[src/rtl/csr_file.sv]
// Machine-mode CSR file: status, trap, interrupt-enable and 64-bit counter registers.
// Reads are combinational from csr_ra. Writes, traps and counter updates happen on the rising clk edge.
module csr_file #(
    parameter int XLEN       = 32,
    parameter int CSR_ADDR_W = 12
) (
    input  logic                  clk,
    input  logic                  rst_n,
    input  logic [CSR_ADDR_W-1:0] csr_ra,
    output logic [XLEN-1:0]       csr_rd,
    input  logic [CSR_ADDR_W-1:0] csr_wa,
    input  logic                  csr_we,
    input  logic [XLEN-1:0]       csr_wd,
    output logic                  csr_err,
    input  logic                  retire,
    input  logic                  trap,
    input  logic [XLEN-1:0]       trap_cause,
    input  logic [XLEN-1:0]       trap_pc,
    input  logic [XLEN-1:0]       trap_val,
    input  logic                  mret,
    input  logic                  irq_ext,
    output logic [XLEN-1:0]       mtvec_o,
    output logic [XLEN-1:0]       mepc_o,
    output logic                  irq_pending
);

    localparam logic [CSR_ADDR_W-1:0] A_MSTATUS   = CSR_ADDR_W'(12'h300);
    localparam logic [CSR_ADDR_W-1:0] A_MISA      = CSR_ADDR_W'(12'h301);
    localparam logic [CSR_ADDR_W-1:0] A_MIE       = CSR_ADDR_W'(12'h304);
    localparam logic [CSR_ADDR_W-1:0] A_MTVEC     = CSR_ADDR_W'(12'h305);
    localparam logic [CSR_ADDR_W-1:0] A_MSCRATCH  = CSR_ADDR_W'(12'h340);
    localparam logic [CSR_ADDR_W-1:0] A_MEPC      = CSR_ADDR_W'(12'h341);
    localparam logic [CSR_ADDR_W-1:0] A_MCAUSE    = CSR_ADDR_W'(12'h342);
    localparam logic [CSR_ADDR_W-1:0] A_MTVAL     = CSR_ADDR_W'(12'h343);
    localparam logic [CSR_ADDR_W-1:0] A_MIP       = CSR_ADDR_W'(12'h344);
    localparam logic [CSR_ADDR_W-1:0] A_MCYCLE    = CSR_ADDR_W'(12'hB00);
    localparam logic [CSR_ADDR_W-1:0] A_MINSTRET  = CSR_ADDR_W'(12'hB02);
    localparam logic [CSR_ADDR_W-1:0] A_MCYCLEH   = CSR_ADDR_W'(12'hB80);
    localparam logic [CSR_ADDR_W-1:0] A_MINSTRETH = CSR_ADDR_W'(12'hB82);
    localparam logic [CSR_ADDR_W-1:0] A_CYCLE     = CSR_ADDR_W'(12'hC00);
    localparam logic [CSR_ADDR_W-1:0] A_INSTRET   = CSR_ADDR_W'(12'hC02);
    localparam logic [CSR_ADDR_W-1:0] A_CYCLEH    = CSR_ADDR_W'(12'hC80);
    localparam logic [CSR_ADDR_W-1:0] A_INSTRETH  = CSR_ADDR_W'(12'hC82);
    localparam logic [CSR_ADDR_W-1:0] A_MVENDORID = CSR_ADDR_W'(12'hF11);
    localparam logic [CSR_ADDR_W-1:0] A_MARCHID   = CSR_ADDR_W'(12'hF12);
    localparam logic [CSR_ADDR_W-1:0] A_MIMPID    = CSR_ADDR_W'(12'hF13);
    localparam logic [CSR_ADDR_W-1:0] A_MHARTID   = CSR_ADDR_W'(12'hF14);

    localparam logic [XLEN-1:0] MISA_VAL = XLEN'(32'h4000_0100);

    logic            status_mie;
    logic            status_mpie;
    logic            mie_msie;
    logic            mie_mtie;
    logic            mie_meie;
    logic [XLEN-1:0] mtvec;
    logic [XLEN-1:0] mscratch;
    logic [XLEN-1:0] mepc;
    logic [XLEN-1:0] mcause;
    logic [XLEN-1:0] mtval;
    logic [XLEN-1:0] mcycle_lo;
    logic [XLEN-1:0] mcycle_hi;
    logic [XLEN-1:0] minstret_lo;
    logic [XLEN-1:0] minstret_hi;

    logic [XLEN-1:0]   mstatus_val;
    logic [XLEN-1:0]   mie_val;
    logic [XLEN-1:0]   mip_val;
    logic [XLEN-1:0]   rd_val;
    logic              wr_err;
    logic              wr_ok;
    logic [2*XLEN-1:0] mcycle_nxt;
    logic [2*XLEN-1:0] minstret_nxt;

    function automatic logic is_impl(input logic [CSR_ADDR_W-1:0] a);
        case (a)
            A_MSTATUS, A_MISA, A_MIE, A_MTVEC, A_MSCRATCH, A_MEPC, A_MCAUSE,
            A_MTVAL, A_MIP, A_MCYCLE, A_MINSTRET, A_MCYCLEH, A_MINSTRETH,
            A_CYCLE, A_INSTRET, A_CYCLEH, A_INSTRETH, A_MVENDORID, A_MARCHID,
            A_MIMPID, A_MHARTID: return 1'b1;
            default:             return 1'b0;
        endcase
    endfunction

    // Writing one half suppresses its own increment; the other half still sees the carry.
    function automatic logic [2*XLEN-1:0] cnt_next(
        input logic [XLEN-1:0] hi,
        input logic [XLEN-1:0] lo,
        input logic            inc,
        input logic            wr_lo,
        input logic            wr_hi,
        input logic [XLEN-1:0] wd
    );
        logic carry;
        carry = inc & (&lo);
        if (wr_lo)
            return {hi + XLEN'(carry), wd};
        else if (wr_hi)
            return {wd, lo + XLEN'(inc)};
        else
            return {hi, lo} + (2*XLEN)'(inc);
    endfunction

    always_comb begin
        mstatus_val     = '0;
        mstatus_val[12] = 1'b1;
        mstatus_val[11] = 1'b1;
        mstatus_val[7]  = status_mpie;
        mstatus_val[3]  = status_mie;
        mie_val         = '0;
        mie_val[11]     = mie_meie;
        mie_val[7]      = mie_mtie;
        mie_val[3]      = mie_msie;
        mip_val         = '0;
        mip_val[11]     = irq_ext;
    end

    always_comb begin
        rd_val = '0;
        case (csr_ra)
            A_MSTATUS:              rd_val = mstatus_val;
            A_MISA:                 rd_val = MISA_VAL;
            A_MIE:                  rd_val = mie_val;
            A_MTVEC:                rd_val = mtvec;
            A_MSCRATCH:             rd_val = mscratch;
            A_MEPC:                 rd_val = mepc;
            A_MCAUSE:               rd_val = mcause;
            A_MTVAL:                rd_val = mtval;
            A_MIP:                  rd_val = mip_val;
            A_MCYCLE, A_CYCLE:      rd_val = mcycle_lo;
            A_MCYCLEH, A_CYCLEH:    rd_val = mcycle_hi;
            A_MINSTRET, A_INSTRET:  rd_val = minstret_lo;
            A_MINSTRETH, A_INSTRETH: rd_val = minstret_hi;
            default:                rd_val = '0;
        endcase
    end

    assign csr_rd = rd_val;

    // Read-only space (top address bits 11) and the read-only machine CSRs reject writes.
    assign wr_err = csr_we & (~is_impl(csr_wa)
                              | (csr_wa[CSR_ADDR_W-1:CSR_ADDR_W-2] == 2'b11)
                              | (csr_wa == A_MISA)
                              | (csr_wa == A_MIP));
    assign wr_ok   = csr_we & ~wr_err;
    assign csr_err = ((csr_ra != '0) & ~is_impl(csr_ra)) | wr_err;

    assign mcycle_nxt   = cnt_next(mcycle_hi, mcycle_lo, 1'b1,
                                   wr_ok & (csr_wa == A_MCYCLE),
                                   wr_ok & (csr_wa == A_MCYCLEH), csr_wd);
    assign minstret_nxt = cnt_next(minstret_hi, minstret_lo, retire,
                                   wr_ok & (csr_wa == A_MINSTRET),
                                   wr_ok & (csr_wa == A_MINSTRETH), csr_wd);

    always_ff @(posedge clk or negedge rst_n) begin
        if (!rst_n) begin
            mcycle_lo   <= '0;
            mcycle_hi   <= '0;
            minstret_lo <= '0;
            minstret_hi <= '0;
        end else begin
            {mcycle_hi, mcycle_lo}     <= mcycle_nxt;
            {minstret_hi, minstret_lo} <= minstret_nxt;
        end
    end

    // Trap outranks mret, and both outrank a software write to the fields they own.
    always_ff @(posedge clk or negedge rst_n) begin
        if (!rst_n) begin
            status_mie  <= 1'b0;
            status_mpie <= 1'b0;
            mie_msie    <= 1'b0;
            mie_mtie    <= 1'b0;
            mie_meie    <= 1'b0;
            mtvec       <= '0;
            mscratch    <= '0;
            mepc        <= '0;
            mcause      <= '0;
            mtval       <= '0;
        end else begin
            if (trap) begin
                status_mpie <= status_mie;
                status_mie  <= 1'b0;
            end else if (mret) begin
                status_mie  <= status_mpie;
                status_mpie <= 1'b1;
            end else if (wr_ok && csr_wa == A_MSTATUS) begin
                status_mie  <= csr_wd[3];
                status_mpie <= csr_wd[7];
            end

            if (trap) begin
                mepc   <= {trap_pc[XLEN-1:2], 2'b00};
                mcause <= trap_cause;
                mtval  <= trap_val;
            end else if (wr_ok) begin
                if (csr_wa == A_MEPC)   mepc   <= {csr_wd[XLEN-1:2], 2'b00};
                if (csr_wa == A_MCAUSE) mcause <= csr_wd;
                if (csr_wa == A_MTVAL)  mtval  <= csr_wd;
            end

            if (wr_ok && csr_wa == A_MIE) begin
                mie_msie <= csr_wd[3];
                mie_mtie <= csr_wd[7];
                mie_meie <= csr_wd[11];
            end
            if (wr_ok && csr_wa == A_MTVEC)    mtvec    <= {csr_wd[XLEN-1:2], 2'b00};
            if (wr_ok && csr_wa == A_MSCRATCH) mscratch <= csr_wd;
        end
    end

    assign mtvec_o     = mtvec;
    assign mepc_o      = mepc;
    assign irq_pending = status_mie & mie_meie & irq_ext;

endmodule

[config.mk]
export PLATFORM = sky130hd
export DESIGN_NAME = csr_file
export DESIGN_NICKNAME = d
export VERILOG_FILES = /design/src/rtl/csr_file.sv
export SDC_FILE = /design/constraint.sdc
export NUM_CORES = 1
export LEC_CHECK = 0
export BUFFER_PORTS_ARGS = -buffer_cell sky130_fd_sc_hd__buf_2
export CAP_MARGIN = 10
export CORE_ASPECT_RATIO = 1.75
export CORE_MARGIN = 8
export CORE_UTILIZATION = 37
export CTS_CLUSTER_DIAMETER = 30
export CTS_CLUSTER_SIZE = 10
export DETAILED_ROUTE_END_ITERATION = 8
export GPL_TIMING_DRIVEN = 0
export HOLD_SLACK_MARGIN = 0.15
export PLACE_DENSITY_LB_ADDON = 0.15
export RECOVER_POWER = 50
export SYNTH_ARGS = -nofsm -noshare
export SYNTH_HDL_FRONTEND = slang
export SYNTH_SLANG_ARGS = --single-unit
[constraint.sdc]
create_clock -name clk -period 3.8 [get_ports clk]
set_clock_uncertainty 0.15 [all_clocks]
set_input_delay 0.38 -clock clk [delete_from_list [all_inputs] [get_ports clk]]
set_output_delay 0.38 -clock clk [all_outputs]
set_load 0.01 [all_outputs]
==> flow_metrics.tcl, run 1 <==
set metrics [dict create \
    status "finished with violations" \
    violations "capacitance limit, slew limit" \
    syn_inst 2018 \
    clock-sinks 289 \
    timing_hold_violations_final 0 \
    synth.lib_cells_used.distinct 82 \
    clk_pin_slew_ps 50 \
    place_hpwl_um 71400 \
    drtPass1Iterations 6 \
    via_per_inst 6.11 \
    final.fill_count 4741 \
    synth_enable_flop_cells 0 \
    dr.first_iter.drc_count 1735 \
    slew_viol_final 93 \
    crit_fanout 10 \
    leak_nw 9.81 \
    clock_power_share_pct 55.7 \
    postSynthAreaPerCell_um2 8.94 \
    synthesis.yosys.warnings 0 \
    post_route_cells_drive_above_1_share_pct 18.0 \
    critical_path.startpoint_type "primary input" \
    cp.depth 10 \
    antenna_left 0 \
    finalWirelength_um 95900 \
    final_net_count 2656 \
    postSynth.asyncResetShare_pct 100 \
    unrepaired_setup_endpoints_after_global_routing "false" \
    worst-endpoint-required_ps 3270 \
    internal_power_w 0.00739 \
    n_diodes 0 \
    worst_path_cell_chain "buf_2, nor4bb_1, and3_1, clkbuf_1, and4_1, buf_2, buf_2, a221oi_1, nand3_1, buf_2" \
    fmax_ghz 0.268 \
    cp_class "in -> out" \
    port_buffers 217 \
    p_sw_w 0.00270 \
    max_cap_violations 1 \
    die-area_mm2 0.0564 \
    yosys_most_used_dff "sky130_fd_sc_hd__dfrtp_1" \
    report.final.setup_viol 0 \
    area.growth.synth_to_final_pct 33.9 \
    cp.arrival_ps 3200 \
    final_util_pct 49.9 \
    power_per_cell_area_mw_per_mm2 418 \
    cts_inserted_buffers 60 \
    dpl-instance-area_mm2 0.0201 \
    core_mm2 0.0485 \
    r2r.worst_path.cells 11 \
    overflow 0 \
    tightestPinTransition_ps 2660 \
    chipHeight_um 308 \
    worstHoldPathCells 3 \
    end_kind "primary output" \
    total_buffers_and_inverters_traversed_by_the_critical_path 5 \
    globalRouteTotalUtil_pct 33.5 \
    grt_first_pass_wirelength_um 138000 \
    worst_slack_ps 70.5 \
    crit_family "simple AND/OR/NAND/NOR gates" \
    ir_worst_vdd_uv 430 \
    power.share.sequential_pct 34.3 \
    post-route-period-util_pct 98.1 \
    clockRootBuffer "sky130_fd_sc_hd__clkbuf_16" \
    netlist_area_mm2 0.0180 \
    ys_ff_latch 289 \
    clk-insertion-delay-late_ps 620 \
    first_global_vias 20522 \
    ctsHtreeMaxLevel 2 \
    cts_tree "yes" \
    die_x_um 183 \
    row_count 107 \
    synth-seq-area-share_pct 40.1 \
    detailedPlace.worstSlack_ps -951 \
    drcViolationCount 0 \
    largest_net_degree_at_the_start_of_global_routing 119 \
    final.min_clock_period_ps 3730 \
    cts_max_path_buffers 3 \
    pin_count 257 \
    hold_class "in -> reg" \
    critPathMostFrequentCell "sky130_fd_sc_hd__buf_2" \
    initial_utilization_pct 37.2 \
    routed_wire_length_per_instance_um 30.1 \
    worst_path_largest_cell_delay_ps 650 \
    slew_headroom_pct -77.2 \
    share_comb_of_total_power_pct 10.1 \
    crit_path_top_delay_cell "sky130_fd_sc_hd__nor4bb_1" \
    number_of_antenna_violations_at_the_first_check_in_global_routing 1 \
    vias 19508 \
    final_area_mm2 0.0242 \
    timing.setup.tns_ps 0 \
    gp_routability_congestion 0.972 \
    sw_frac_of_total_pct 26.8 \
]
==> layout make-up <==
type | count | area [um^2] | area share [%]
Buffer | 186 | 752 | 3.11
Clock buffer | 76 | 1630 | 6.75
Clock inverter | 33 | 514 | 2.13
Inverter | 15 | 60.1 | 0.248
Multi-Input combinational cell | 1527 | 10200 | 42.3
Sequential cell | 289 | 7240 | 30.0
Tap cell | 654 | 818 | 3.39
Timing Repair Buffer | 411 | 2930 | 12.1
==> cell usage in the layout (no fill, tap or decap), types with 14 or more instances in the layout <==
cell type | Yosys | layout
sky130_fd_sc_hd__nor4_1 | 26 | 19
sky130_fd_sc_hd__and3_1 | 31 | 30
sky130_fd_sc_hd__nor2_1 | 79 | 77
sky130_fd_sc_hd__mux2i_1 | 94 | 94
sky130_fd_sc_hd__nor3_1 | 74 | 68
sky130_fd_sc_hd__a221oi_1 | 31 | 30
sky130_fd_sc_hd__o2bb2ai_1 | 25 | 25
sky130_fd_sc_hd__clkbuf_1 | 146 | 207
sky130_fd_sc_hd__dlygate4sd3_1 | 0 | 163
sky130_fd_sc_hd__inv_1 | 15 | 14
sky130_fd_sc_hd__o21ai_0 | 194 | 194
sky130_fd_sc_hd__a21oi_1 | 28 | 28
sky130_fd_sc_hd__clkbuf_16 | 0 | 60
sky130_fd_sc_hd__buf_4 | 4 | 30
sky130_fd_sc_hd__and4_1 | 17 | 16
sky130_fd_sc_hd__nand3_1 | 110 | 107
sky130_fd_sc_hd__xnor2_1 | 84 | 84
sky130_fd_sc_hd__xor2_1 | 55 | 55
sky130_fd_sc_hd__buf_2 | 26 | 183
sky130_fd_sc_hd__o22ai_1 | 17 | 16
sky130_fd_sc_hd__a22oi_1 | 109 | 109
sky130_fd_sc_hd__nand4_1 | 61 | 61
sky130_fd_sc_hd__nand2_1 | 248 | 248
sky130_fd_sc_hd__dfrtp_1 | 289 | 279
sky130_fd_sc_hd__mux2_2 | 69 | 69
==> kinds of logic (layout without fill, tap and decap cells) <==
kind of cell,Yosys count,count (layout),synth area share [%]
AOI/OAI and AO/OA,482,482,17.7
xor gates and xnor gates,139,139,6.75
and+or+nand+nor,729,730,20.6
DFF,289,289,40.1
other,1,4,0.0208
buffers and inverters,206,721,4.64
adders and majority gates,7,7,0.485
muxes,165,165,9.77
==> worst register-to-register path: cells and delay by family (launching register included) <==
| kind | cells | cell delay, ps |
|---|---|---|
| AO/OA/AOI/OAI | 3 | 650 |
| adder cells (fa/ha/maj) | 2 | 490 |
| flip-flops | 1 | 440 |
| AND/OR/NAND/NOR | 6 | 1840 |
==> power by group through the flow <==
stage | Sequential, W | Clock, W | Combinational (W)
after floorplan | 0.00344 | 0 | 0.000391
after global routing | 0.00347 | 0.00578 | 0.00110
after detailed placement | 0.00349 | 0 | 0.000806
after global placement | 0.00349 | 0 | 0.000789
final | 0.00346 | 0.00562 | 0.00102
after CTS | 0.00345 | 0.00565 | 0.00100
==> cell usage after synthesis, drive strengths merged (4+ instances only) <==
library cell / number / area [um^2]
a22o: 5 / 43.8
mux2: 69 / 777
a221oi: 32 / 287
clkbuf: 147 / 553
nand2b: 4 / 25.0
nand3: 111 / 561
nor4: 30 / 230
o221ai: 5 / 43.8
nor4b: 11 / 103
o21bai: 4 / 30.0
and4: 18 / 160
mux2i: 94 / 941
ha: 7 / 87.6
buf: 44 / 228
dfrtp: 289 / 7230
nor2b: 10 / 62.6
xor2: 55 / 482
nor3: 75 / 380
and2: 10 / 62.6
o32ai: 7 / 61.3
and3: 32 / 205
xnor2: 84 / 736
a221o: 7 / 70.1
nor2: 80 / 303
a31oi: 6 / 37.5
or3: 10 / 62.6
nand4: 62 / 394
a211oi: 6 / 45.0
o31ai: 7 / 52.6
o2bb2ai: 25 / 219
o22ai: 17 / 106
inv: 15 / 56.3
a22oi: 109 / 818
o21ai: 195 / 976
nand2: 249 / 942
a21oi: 28 / 140
nor3b: 7 / 52.6
a222oi: 5 / 50.1
==> timing repair <==
action                                  4_1_cts  5_1_grt
endpoints found under the setup margin       62       30
gates cloned                                  1        0
gates resized for setup                      40       16
hold buffers                                163        0
pin swaps                                    10        2
endpoints found under the hold margin       198        0
buffers inserted                             24        1
==> path summary, 6_finish.rpt <==
check	slack, ps	endpoint	start
setup / recovery	70	csr_rd[31]	csr_ra[7]
hold / removal	240	minstret_lo[22]	csr_wd[22]
setup reg to reg	80	mcycle_hi[30]	mcycle_lo[4]
hold reg to reg	350	mscratch[18]	mscratch[18]
max in group asynchronous	770	minstret_lo[12]	rst_n
min in group asynchronous	920	mepc_o[7]	rst_n
==> metal layers <==
metal | vias up | routed length [um] | track usage [%]
li1 | 8415 | - | -
met1 | 9616 | 31700 | 33.5
met2 | 1068 | 48500 | 59.1
met3 | 407 | 6680 | 6.74
met4 | 2 | 9030 | 27.7
met5 | - | 9 | 0
==> sequential cells by signal, indices dropped and copies added, names as in the netlist, 30 cells and up <==
register / cells
mcycle_lo: 32
mcause: 32
mscratch: 32
mcycle_hi: 32
mtvec_o: 30
mtval: 32
mepc_o: 30
minstret_lo: 32
minstret_hi: 32
==> stage by stage <==
| stage | hold slack (ps) | total power [W] | std cells |
|---|---|---|---|
| global placement | 336 | 0.00428 | 2892 |
| CTS | 190 | 0.0101 | 3190 |
| floorplan | -65.6 | 0.00383 | 2021 |
| finish | 241 | 0.0101 | 3191 |
| detailed placement | 309 | 0.00430 | 2898 |
| global route | 234 | 0.0104 | 3191 |
No activity file was read; power rests on OpenSTA's default activity.
==> run 2: changes to the inputs <==
--- a/config.mk
+++ b/config.mk
@@ -10,7 +10,8 @@
 export CORE_ASPECT_RATIO = 1.75
 export CORE_MARGIN = 8
 export CORE_UTILIZATION = 37
-export CTS_CLUSTER_DIAMETER = 30
+export CTS_BUF_LIST = sky130_fd_sc_hd__clkbuf_16
+export CTS_CLUSTER_DIAMETER = 50
 export CTS_CLUSTER_SIZE = 10
 export DETAILED_ROUTE_END_ITERATION = 8
 export GPL_TIMING_DRIVEN = 0
==> constraint.sdc (replaced) <==
create_clock -name clk -period 3 [get_ports clk]
set_clock_uncertainty 0.15 [all_clocks]
set_input_delay 0.3 -clock clk [delete_from_list [all_inputs] [get_ports clk]]
set_output_delay 0.3 -clock clk [all_outputs]
set_load 0.01 [all_outputs]
==> run 2 against run 1 <==
  * The flow finishes with violations (capacitance limit, slew limit, setup timing)
  * Sequential cell count unchanged
  * Combinational power rose by 35%
  * First-iteration DRC count fell by 7.1%
  * Die area is the same
  * Sequential power up 26%
  * Non-clock buffer count increased by 19
  * Clock power shrank 17%
  * Register-to-register slack worse by 420 ps
  * Cell count down 1.1%
  * Global-route usage is 0.11 points lower
  * Largest cell class unchanged
==> flow_metrics.tcl, run 2 (synthesis gave the netlist of run 1 again) <==
set metrics [dict create \
    drcViolationCount 0 \
    violations "capacitance limit, slew limit, setup timing" \
    final_util_pct 49.5 \
    final.fill_count 4697 \
    number_of_antenna_violations_at_the_first_check_in_global_routing 3 \
    clockRootBuffer "sky130_fd_sc_hd__clkbuf_16" \
    via_per_inst 6.17 \
    routed_wire_length_per_instance_um 30.3 \
    end_kind "register" \
    dr.first_iter.drc_count 1611 \
    share_comb_of_total_power_pct 13.3 \
    final.min_clock_period_ps 3340 \
    ir_worst_vdd_uv 439 \
    ff2ff_setup_slack_ps -340 \
    die_x_um 183 \
    pin_count 257 \
    first_global_vias 20771 \
    status "finished with violations" \
    overflow 0 \
    clock_power_share_pct 44.8 \
    cts_max_path_buffers 3 \
    core_mm2 0.0485 \
    largest_net_degree_at_the_start_of_global_routing 105 \
    crit_fanout 4 \
    max_cap_violations 1 \
    p_sw_w 0.00302 \
    globalRouteTotalUtil_pct 33.4 \
    worst_slack_ps -338 \
    r2r_start "minstret_lo[4]" \
    clk_pin_slew_ps 60 \
    cts_inserted_buffers 39 \
    finalPower_w 0.0104 \
    die-area_mm2 0.0564 \
    slew_headroom_pct -9.93 \
    slew_viol_final 104 \
    gp_routability_congestion 0.972 \
    leak_nw 9.76 \
    hold_path_startpoint "csr_wd[22]" \
    hold-worst-slack_ps 201 \
    area.growth.synth_to_final_pct 32.8 \
    grt_first_pass_wirelength_um 138000 \
    final_cells 3157 \
    cp.arrival_ps 3640 \
    fmax_ghz 0.300 \
    report.final.setup_viol 22 \
    post-route-period-util_pct 111 \
    antenna_left 0 \
    power.share.sequential_pct 41.9 \
    final_net_count 2653 \
    post_route_cells_drive_above_1_share_pct 22.4 \
    vias 19467 \
    critical_path.startpoint_type "register" \
    layout_common_cells "sky130_fd_sc_hd__dfrtp_1, sky130_fd_sc_hd__nand2_1, sky130_fd_sc_hd__buf_2" \
    sw_frac_of_total_pct 29.1 \
    clk-insertion-delay-late_ps 570 \
    finalWirelength_um 95600 \
    worst-endpoint-required_ps 3300 \
    dp.cells 2898 \
    initial_utilization_pct 37.2 \
    clock-sinks 289 \
    hold_class "in -> reg" \
    timing_hold_violations_final 0 \
    internal_power_w 0.00735 \
    port_buffers 217 \
    power_per_cell_area_mw_per_mm2 433 \
    crit_path_start "minstret_lo[4]" \
    cts_tree "yes" \
    layout_commonest_cell "sky130_fd_sc_hd__dfrtp_1" \
    cp_class "reg -> reg" \
    ctsHtreeMaxLevel 2 \
    row_count 107 \
    tightestPinTransition_ps 1650 \
    place_hpwl_um 70800 \
    chipHeight_um 308 \
    n_diodes 0 \
    drtPass1Iterations 7 \
    unrepaired_setup_endpoints_after_global_routing "true" \
]
[run 2: critical path, cell delays in order, from the launching register on]
cell	delay, ps
sky130_fd_sc_hd__dfrtp_1	370
sky130_fd_sc_hd__and4_4	260
sky130_fd_sc_hd__nand2_4	60
sky130_fd_sc_hd__or4_4	590
sky130_fd_sc_hd__nor4_4	170
sky130_fd_sc_hd__ha_2	250
sky130_fd_sc_hd__ha_4	150
sky130_fd_sc_hd__inv_4	30
sky130_fd_sc_hd__or3_4	330
sky130_fd_sc_hd__buf_8	140
sky130_fd_sc_hd__nor3_4	130
sky130_fd_sc_hd__a211oi_2	100
sky130_fd_sc_hd__a31o_2	260
sky130_fd_sc_hd__a221oi_2	210
[run 2: final timing paths]
path / endpoint / depth (start not counted)
worst max-delay path: minstret_hi[16] / 13
worst min-delay path: mcycle_lo[22] / 3
worst max register to register: minstret_hi[16] / 13
worst min register to register: mscratch[26] / 1
max in group asynchronous: mcycle_lo[7] / 5
min in group asynchronous: mepc_o[5] / 3
[run 2: per-stage QoR]
| stage | instance area [um^2] | setup TNS, ps | setup WS (ps) |
|---|---|---|---|
| 2_1_floorplan | 18200 | -2840 | -530 |
| 3_5_place_dp | 20200 | -77050 | -1190 |
| 3_3_place_gp | 20100 | -1342960 | -4410 |
| 6_report | 24000 | -3420 | -338 |
| 4_1_cts | 23600 | -2550 | -282 |
| 5_1_grt | 24000 | -24770 | -445 |
[run 2: area by class of cell]
| class | instances | area [um^2] | area share [%] |
|---|---|---|---|
| Multi-Input combinational cell | 1526 | 10700 | 44.8 |
| Inverter | 15 | 58.8 | 0.245 |
| Clock buffer | 40 | 1000 | 4.18 |
| Timing Repair Buffer | 434 | 3090 | 12.9 |
| Sequential cell | 289 | 7250 | 30.3 |
| Buffer | 182 | 796 | 3.32 |
| Tap cell | 654 | 818 | 3.41 |
| Clock inverter | 17 | 206 | 0.861 |
[run 2: repair_timing]
item                                    in CTS  in global routing
hold buffers                               136                  0
setup buffers                               58                 18
endpoints found under the setup margin      92                109
pin swaps                                   42                 28
gates resized for setup                    123                103
endpoints found under the hold margin      226                  0
[run 2: power groups by stage]
stage | logic, W | registers [W] | clock network [W]
CTS | 0.00136 | 0.00433 | 0.00468
global route | 0.00148 | 0.00436 | 0.00482
detailed placement | 0.00105 | 0.00442 | 0
global placement | 0.00102 | 0.00442 | 0
floorplan | 0.000510 | 0.00435 | 0
finish | 0.00138 | 0.00435 | 0.00464
[run 2: metal layers]
layer  vias to the layer above  GRT usage (%)  part of all wire [%]
met5                         -              0                 0.026
met1                      9608           33.2                    33
met4                         4           30.1                    10
li1                       8394              -                     -
met2                      1025           58.4                    50
met3                       436           6.17                   6.7
